**config.mk**
```make
export PLATFORM = sky130hd
export DESIGN_NAME = match_controller
export DESIGN_NICKNAME = d
export VERILOG_FILES = /design/src/rtl/match_controller.sv
export SDC_FILE = /design/constraint.sdc
export NUM_CORES = 1
export LEC_CHECK = 0
export ABC_AREA = 0
export ABC_CLOCK_PERIOD_IN_PS = 5910
export CORE_ASPECT_RATIO = 0.5
export CORE_MARGIN = 2
export CORE_UTILIZATION = 60
export CTS_BUF_LIST = sky130_fd_sc_hd__clkbuf_4
export DETAILED_ROUTE_END_ITERATION = 12
export MAX_ROUTING_LAYER = met4
export PLACE_DENSITY_LB_ADDON = 0.25
export SYNTH_ARGS = -nofsm -noshare
export SYNTH_HDL_FRONTEND = slang
export SYNTH_SLANG_ARGS = --single-unit
```
**constraint.sdc**
```tcl
create_clock -name clk -period 5.91 [get_ports clk]
set_clock_uncertainty 0.15 [all_clocks]
set_input_delay 1.773 -clock clk [delete_from_list [all_inputs] [get_ports clk]]
set_output_delay 1.773 -clock clk [all_outputs]
set_load 0.005 [all_outputs]
```
**src/rtl/match_controller.sv**
```systemverilog
// Pingpong match sequencer: serve/rally/point/game-over flow, ball step strobe
// generation with optional speed-up, score keeping and winner declaration.
module match_controller #(
  parameter int BALL_SIZE    = 30,
  parameter int FIELD_W      = 1024,
  parameter int TICK_DIV     = 100000,
  parameter int MIN_DIV      = 20000,
  parameter int SPEEDUP      = 4,
  parameter int SERVE_TICKS  = 200,
  parameter int FREEZE_TICKS = 100
) (
  input  logic        clk,
  input  logic        rst,
  input  logic        start,
  input  logic [2:0]  rule,
  input  logic [10:0] ball_posx,
  output logic        b_rst,
  output logic        b_clk,
  output logic [3:0]  p1_point,
  output logic [3:0]  p2_point,
  output logic        serve_dir,
  output logic        game_over,
  output logic [1:0]  winner,
  output logic [2:0]  state
);

  typedef enum logic [2:0] {
    IDLE  = 3'd0,
    SERVE = 3'd1,
    RALLY = 3'd2,
    POINT = 3'd3,
    OVER  = 3'd4
  } state_t;

  localparam logic [31:0] DIV_INIT    = 32'(TICK_DIV);
  localparam logic [31:0] DIV_FLOOR   = 32'(MIN_DIV);
  localparam logic [31:0] DIV_STEP    = 32'(SPEEDUP);
  localparam logic [31:0] DIV_STEP_OK = DIV_FLOOR + DIV_STEP;
  localparam logic [15:0] SERVE_LAST  = 16'(SERVE_TICKS - 1);
  localparam logic [15:0] FREEZE_LAST = 16'(FREEZE_TICKS - 1);
  localparam logic [11:0] RIGHT_EDGE  = 12'(FIELD_W);
  localparam logic [11:0] BALL_W      = 12'(BALL_SIZE);

  state_t      cur_state, nxt_state;
  logic        start_d, start_rise;
  logic [31:0] cnt, div;
  logic        tick;
  logic [15:0] tcnt;
  logic        long_match;
  logic        p1_hit, p2_hit, scored;
  logic [4:0]  score_sum;
  logic        limit_hit;
  logic        state_change;
  logic        unused_rule;

  assign unused_rule  = rule[0];
  assign start_rise   = start & ~start_d;
  assign tick         = (cnt == div);
  // Left wall has priority if both hit conditions are ever forced together.
  assign p2_hit       = (cur_state == RALLY) && (ball_posx == 11'd0);
  assign p1_hit       = (cur_state == RALLY) && !p2_hit &&
                        (({1'b0, ball_posx} + BALL_W) == RIGHT_EDGE);
  assign scored       = p1_hit | p2_hit;
  assign score_sum    = {1'b0, p1_point} + {1'b0, p2_point};
  assign limit_hit    = score_sum >= (long_match ? 5'd5 : 5'd3);
  assign state_change = (nxt_state != cur_state);

  assign b_rst     = (cur_state == RALLY);
  assign game_over = (cur_state == OVER);
  assign state     = cur_state;

  always_ff @(posedge clk or negedge rst) begin
    if (!rst) cur_state <= IDLE;
    else      cur_state <= nxt_state;
  end

  always_comb begin
    nxt_state = cur_state;
    case (cur_state)
      IDLE:    if (start_rise) nxt_state = SERVE;
      SERVE:   if (tick && tcnt == SERVE_LAST) nxt_state = RALLY;
      RALLY:   if (scored) nxt_state = POINT;
      POINT:   if (tick && tcnt == FREEZE_LAST) nxt_state = limit_hit ? OVER : SERVE;
      OVER:    if (start_rise) nxt_state = SERVE;
      default: nxt_state = IDLE;
    endcase
  end

  always_ff @(posedge clk or negedge rst) begin
    if (!rst) start_d <= 1'b0;
    else      start_d <= start;
  end

  // Free-running tick divider; the ball speeds up only while a rally is live.
  always_ff @(posedge clk or negedge rst) begin
    if (!rst) begin
      cnt   <= 32'd0;
      div   <= DIV_INIT;
      b_clk <= 1'b0;
    end else begin
      cnt   <= tick ? 32'd0 : cnt + 32'd1;
      b_clk <= (cur_state == RALLY) && tick && !scored;
      if (state_change && nxt_state == SERVE)
        div <= DIV_INIT;
      else if (cur_state == RALLY && tick && !scored && rule[1])
        div <= (div >= DIV_STEP_OK) ? div - DIV_STEP : DIV_FLOOR;
    end
  end

  always_ff @(posedge clk or negedge rst) begin
    if (!rst)                  tcnt <= 16'd0;
    else if (state_change)     tcnt <= 16'd0;
    else if (tick && (cur_state == SERVE || cur_state == POINT))
                               tcnt <= tcnt + 16'd1;
  end

  always_ff @(posedge clk or negedge rst) begin
    if (!rst) begin
      p1_point   <= 4'd0;
      p2_point   <= 4'd0;
      serve_dir  <= 1'b0;
      winner     <= 2'b00;
      long_match <= 1'b0;
    end else begin
      if (cur_state == IDLE) begin
        p1_point <= 4'd0;
        p2_point <= 4'd0;
      end
      if ((cur_state == IDLE || cur_state == OVER) && start_rise) begin
        long_match <= rule[2];
        p1_point   <= 4'd0;
        p2_point   <= 4'd0;
        winner     <= 2'b00;
      end
      if (p2_hit) begin
        p2_point  <= (p2_point == 4'hF) ? p2_point : p2_point + 4'd1;
        serve_dir <= 1'b0;
      end else if (p1_hit) begin
        p1_point  <= (p1_point == 4'hF) ? p1_point : p1_point + 4'd1;
        serve_dir <= 1'b1;
      end
      if (state_change && nxt_state == OVER) begin
        if (p1_point > p2_point)      winner <= 2'b01;
        else if (p2_point > p1_point) winner <= 2'b10;
        else                          winner <= 2'b11;
      end
    end
  end

endmodule

```
Yosys cells after proc, flatten, opt, wreduce, memory -nomap -nowiden
Cells that the tools add are included.

Register bits after elaboration: 97. Bits of input ports: 17. Output and inout bits: 17. Logic and storage cells: 93.

$add $sub $neg: 7. Magnitude comparators: 4. Equal/unequal tests: 15. Multiplexer cells: 28. Bitwise gates (word level): 3. Reductions and logical operators: 25.

Operators with widths (number): two-way mux 32 bit (4); two-way mux 4 bit (9); adder 32 x 1 -> 32 bit (second input constant) (1); equality test 32 bit (1); greater-or-equal comparator 32 x 15 -> 1 bit (second input constant) (1); two-way mux 16 bit (2); subtractor 32 x 3 -> 32 bit (second input constant) (1); two-way mux 3 bit (6); adder 16 x 1 -> 16 bit (second input constant) (1); equality test 16 x 7 -> 1 bit (second input constant) (1); equality test 16 x 8 -> 1 bit (second input constant) (1); adder 11 x 5 -> 12 bit (second input constant) (1); equality test 12 x 11 -> 1 bit (second input constant) (1); logical AND 1 bit (12); one-hot mux 3 bit (4 select lines) (1); zero test 11 bit (1); adder 4 x 1 -> 4 bit (second input constant) (2); equality test 4 bit (second input constant) (2); greater-than comparator 4 bit (2); nonzero test 2 bit (4); equality test 3 x 1 -> 1 bit (second input constant) (2); equality test 3 x 2 -> 1 bit (second input constant) (2); equality test 3 bit (second input constant) (2); two-way mux 2 bit (3); other kinds (15) (19).

Longest topological paths before layout
Word-level depth: 11. Depth in mapped cells: 12. Depth with buffers taken out: 10.

Least setup slack after synthesis
No wires, ideal clock.

Path kind: input to register. Start point: input port ball_posx[0]. End point: register div[10]. Library setup time: 0.094 ns. Arrival time: 3.754 ns. Required time: 5.666 ns. Slack: 1.912 ns. Cell stages on the path: 8. Path buffers: 1. Cells stage by stage: or3_1 > or4_4 > o21a_1 > and4_1 > buf_6 > nand2_8 > nor2_2 > or4b_1.

Word-level cells in the longest chain between the ends: 11. Elaborated cells between the ends (all ways): 18. Those cells by class: add/sub: 1; eq/ne: 3; mux: 3; bitwise: 1; reduce/logical: 10.

RTL lines: start: declaration (RTL line 16) `input logic [10:0] ball_posx,`; parallel branches: the longest is 5 deep, another holds adder 11 x 5 -> 12 bit; bitwise OR 1 bit * (RTL line 63) `assign scored = p1_hit | p2_hit;`; two-way mux 3 bit (RTL line 82) `RALLY: if (scored) nxt_state = POINT;`; one-hot mux 3 bit (4 select lines) (RTL line 79) `case (cur_state)`; inequality test 3 bit / equality test 3 x 1 -> 1 bit (equally long branches) (RTL line 66, 103); logical AND 1 bit (RTL line 103) `if (state_change && nxt_state == SERVE)`; two-way mux 32 bit / nonzero test 2 bit (equally long branches); end signal: assignment (RTL line 106) `div <= (div >= DIV_STEP_OK) ? div - DIV_STEP : DIV_FLOOR;`; end: declaration (RTL line 46) `logic [31:0] cnt, div;`.

Every way passes the cells marked *. A chain may end at the register's enable or synchronous reset.

Worst setup path in the final report
Start point: input port ball_posx[1]. End point: register div[10].

The elaborated chain is that of the path after synthesis.

==> impl_metrics.csv <==
group,metric,value,unit
logic_synthesis,synth_common_cells,"dfrtp_1, nor2_1, xnor2_1",
timing,finalMaxSlewViolations,0,
logic_synthesis,syn_area,5740,um^2
run_status,outcome,"completed",
route,wl,12100,um
cells_and_area,nNetsFinal,674,
floorplan,initial_core_util,61.3,%
logic_synthesis,syn_nets,643,
cells_and_area,fillers,737,
timing,tns,0,ns
logic_synthesis,avgSynthCellArea,9.45,um^2
cells_and_area,drive_gt1_share,7.47,%
timing,max_freq,231,MHz
logic_synthesis,synthCells,607,
global_route,grt_pass1_vias,4249,
logic_synthesis,async_reset_ff_share,100,%
route,ant_nets,0,
floorplan,io_pins,34,
clocking,clk_path_buf_depth,2,
global_route,grt_overflow_total,0,
critical_path,startpoint_type,"input port",
clocking,clk_pin_slew,0.15,ns
critical_path,slowest_delay,0.54,ns
logic_synthesis,synth_top_cell_by_area,"dfrtp_1",
global_route,grt_use_total,26.0,%
route,first_pass_iters,5,
placement,post-place-ws,1.09,ns
clocking,post-cts-setup-buffer-count,0,
logic_synthesis,synth-main-ff-cell,"dfrtp_1",
timing,setup_slack,1.58,ns
cells_and_area,num_antenna_cells,0,
floorplan,core_area,9350,um^2
placement,place_hpwl,8720,um
floorplan,rows,25,
timing,setup_viol,0,
placement,place.gp.congestion,0.866,
power,p_leak,2.85,nW
power,power,1.17,mW
logic_synthesis,yosysSeqAreaShare,41.6,%
critical_path,cpLargestDelayFamily,"simple AND/OR/NAND/NOR gates",
power,powerDensity,184,nW/um^2
logic_synthesis,synth_area_leaders,"dfrtp_1, xnor2_1, xor2_1",
floorplan,die_w,142,um
route,drc_errors,0,
global_route,grt_max_degree,62,
timing,timing.final.crit_period,4.33,ns
hold_path,worstHoldPathType,"reg2reg",
timing,fin_crit_sh,73.2,%
critical_path,critPathSlowestCell,"or4b_1",
critical_path,crit_type,"in2reg",
route,vias,4510,
placement,io_buffers,32,
logic_synthesis,ys_ff_latch,95,
timing,slew_headroom,44.8,%
flow_run,maxCapViolations,0,
timing,worstMarginPinSlew,0.827,ns
cells_and_area,syn_to_final_growth,10.8,%
floorplan,die_h,73.1,um
critical_path,critical_path.max_fanout,20,
route,drt_iter0_markers,325,
critical_path,cp.required,6.16,ns
clocking,tritoncts,"built",
timing,hold_ws,0.341,ns
clocking,cts-root-buf,"clkbuf_4",
critical_path,arrival,4.57,ns
clocking,clock_latency,0.46,ns
global_route,antenna_found_initial,0,
logic_synthesis,synth.distinct_cells,68,
floorplan,die-area,10400,um^2
clocking,cts_sinks,95,
critical_path,crit_path_cell_trace,"clkdlybuf4s50_1 -> inv_1 -> ha_1 -> nand4_1 -> or4_4 -> o21a_1 -> and4_1 -> nand2_8 -> nor2_2 -> or4b_1",
power,ir_drop,0.107,mV
route,viasPerCell,5.90,
critical_path,cp-end-kind,"register",
logic_synthesis,yosysMostFrequentCell,"dfrtp_1",
logic_synthesis,synth_warnings,0,
global_route,grt_pass1_wl,20800,um
placement,placed_cell_area,6150,um^2
cells_and_area,fin_area,6360,um^2
clocking,cts.htree.levels,3,
timing,hold_violations,0,
critical_path,cp.buffers_inverters,2,
logic_synthesis,synth-edff-count,0,
route,wire_per_inst,15.9,um
clocking,cts_resized,0,
timing,grt_setup_unrepaired,"no",
logic_synthesis,synth_top_area_share,38.8,%
clocking,cts_hold_buf,0,
clocking,numCtsBuffers,9,
placed cells by master, fill, tap and decap left out, types with 3 or more instances in the layout:
| cell | count |
|---|---|
| nand2_1 | 32 |
| or4_1 | 5 |
| clkdlybuf4s50_1 | 31 |
| nor3_1 | 33 |
| ha_1 | 18 |
| nor2_1 | 73 |
| and4_1 | 5 |
| and3_1 | 16 |
| nor4_1 | 11 |
| o21ai_0 | 19 |
| nor4_2 | 3 |
| nand3_1 | 44 |
| inv_1 | 23 |
| xnor2_1 | 51 |
| clkbuf_4 | 9 |
| nand2b_1 | 6 |
| xor2_1 | 45 |
| buf_4 | 7 |
| and2_1 | 5 |
| or3_1 | 8 |
| a21oi_1 | 8 |
| dfstp_2 | 6 |
| bufinv_16 | 4 |
| nor2b_1 | 11 |
| nor4b_1 | 3 |
| dfrtp_1 | 89 |
| nand4_1 | 27 |
per-layer routing:
layer  share of wire, %  vias up  global-route usage [%]
met5                  0        -                       -
met4                1.2        0                    6.00
met3                4.6       16                    5.05
met2                 44      105                    39.3
met1                 50     2188                    36.6
li1                   -     2201                       -
area by class of cell:
class | instances | area (um^2) | area share, %
clock inverters | 7 | 143 | 2.24
clock buffers | 9 | 67.6 | 1.06
flip-flops and latches | 95 | 2380 | 37.5
inverters | 23 | 86.3 | 1.36
well taps | 121 | 151 | 2.38
multi-input cells | 471 | 3160 | 49.7
repair buffers | 38 | 363 | 5.71
worst reg2reg max path: cells and delay by family, from the launching register on:
family	cells	cell delay, ns
fa+ha+maj	3	0.89
simple gates	4	0.83
compound gates	2	0.79
flops	1	0.50
buf+inv	1	0.32
xor+xnor	1	0.15
flip-flops by register name, summed over array words and instances (netlist names):
| name | count |
|---|---|
| b_clk | 1 |
| cnt | 32 |
| div | 30 |
| long_match | 1 |
| p1_point | 4 |
| p2_point | 4 |
| serve_dir | 1 |
| start_d | 1 |
| state | 3 |
| tcnt | 16 |
| winner | 2 |
cell families (layout without fill, tap and decap cells):
logic type               count (synthesis)  count (layout)  share of synthesized area [%]
AO/OA/AOI/OAI                           50              50                           6.24
flip-flops                              95              95                           41.6
adder cells (fa/ha/maj)                 19              19                           4.27
buffers and inverters                   41              77                           3.36
AND/OR/NAND/NOR                        303             303                           29.3
XOR/XNOR                                97              97                           14.9
multiplexers                             2               2                          0.349
final timing paths:
path	to	depth (start not counted)	slack (ns)	start
min in group asynchronous	div[18]	1	1.21	rst
min	cnt[0]	1	0.34	cnt[0]
max	div[10]	10	1.58	ball_posx[1]
max reg2reg	div[17]	11	2.13	p1_point[0]
min reg2reg	cnt[0]	1	0.34	cnt[0]
max in group asynchronous	div[7]	2	3.43	rst
through the flow:
stage	util (%)	cells
after global routing	68.0	764
after global placement	65.7	748
after detailed placement	65.7	748
final	68.0	764
after floorplan	-	607
after CTS	68.0	764
report_power, final:
group / leakage (nW) / total [mW] / internal (mW) / switching [mW]
clock network: 0.111 / 0.486 / 0.258 / 0.228
registers: 1.26 / 0.652 / 0.651 / 0.000440
logic: 1.47 / 0.0306 / 0.0112 / 0.0194
No activity file was read; power rests on OpenSTA's default activity.
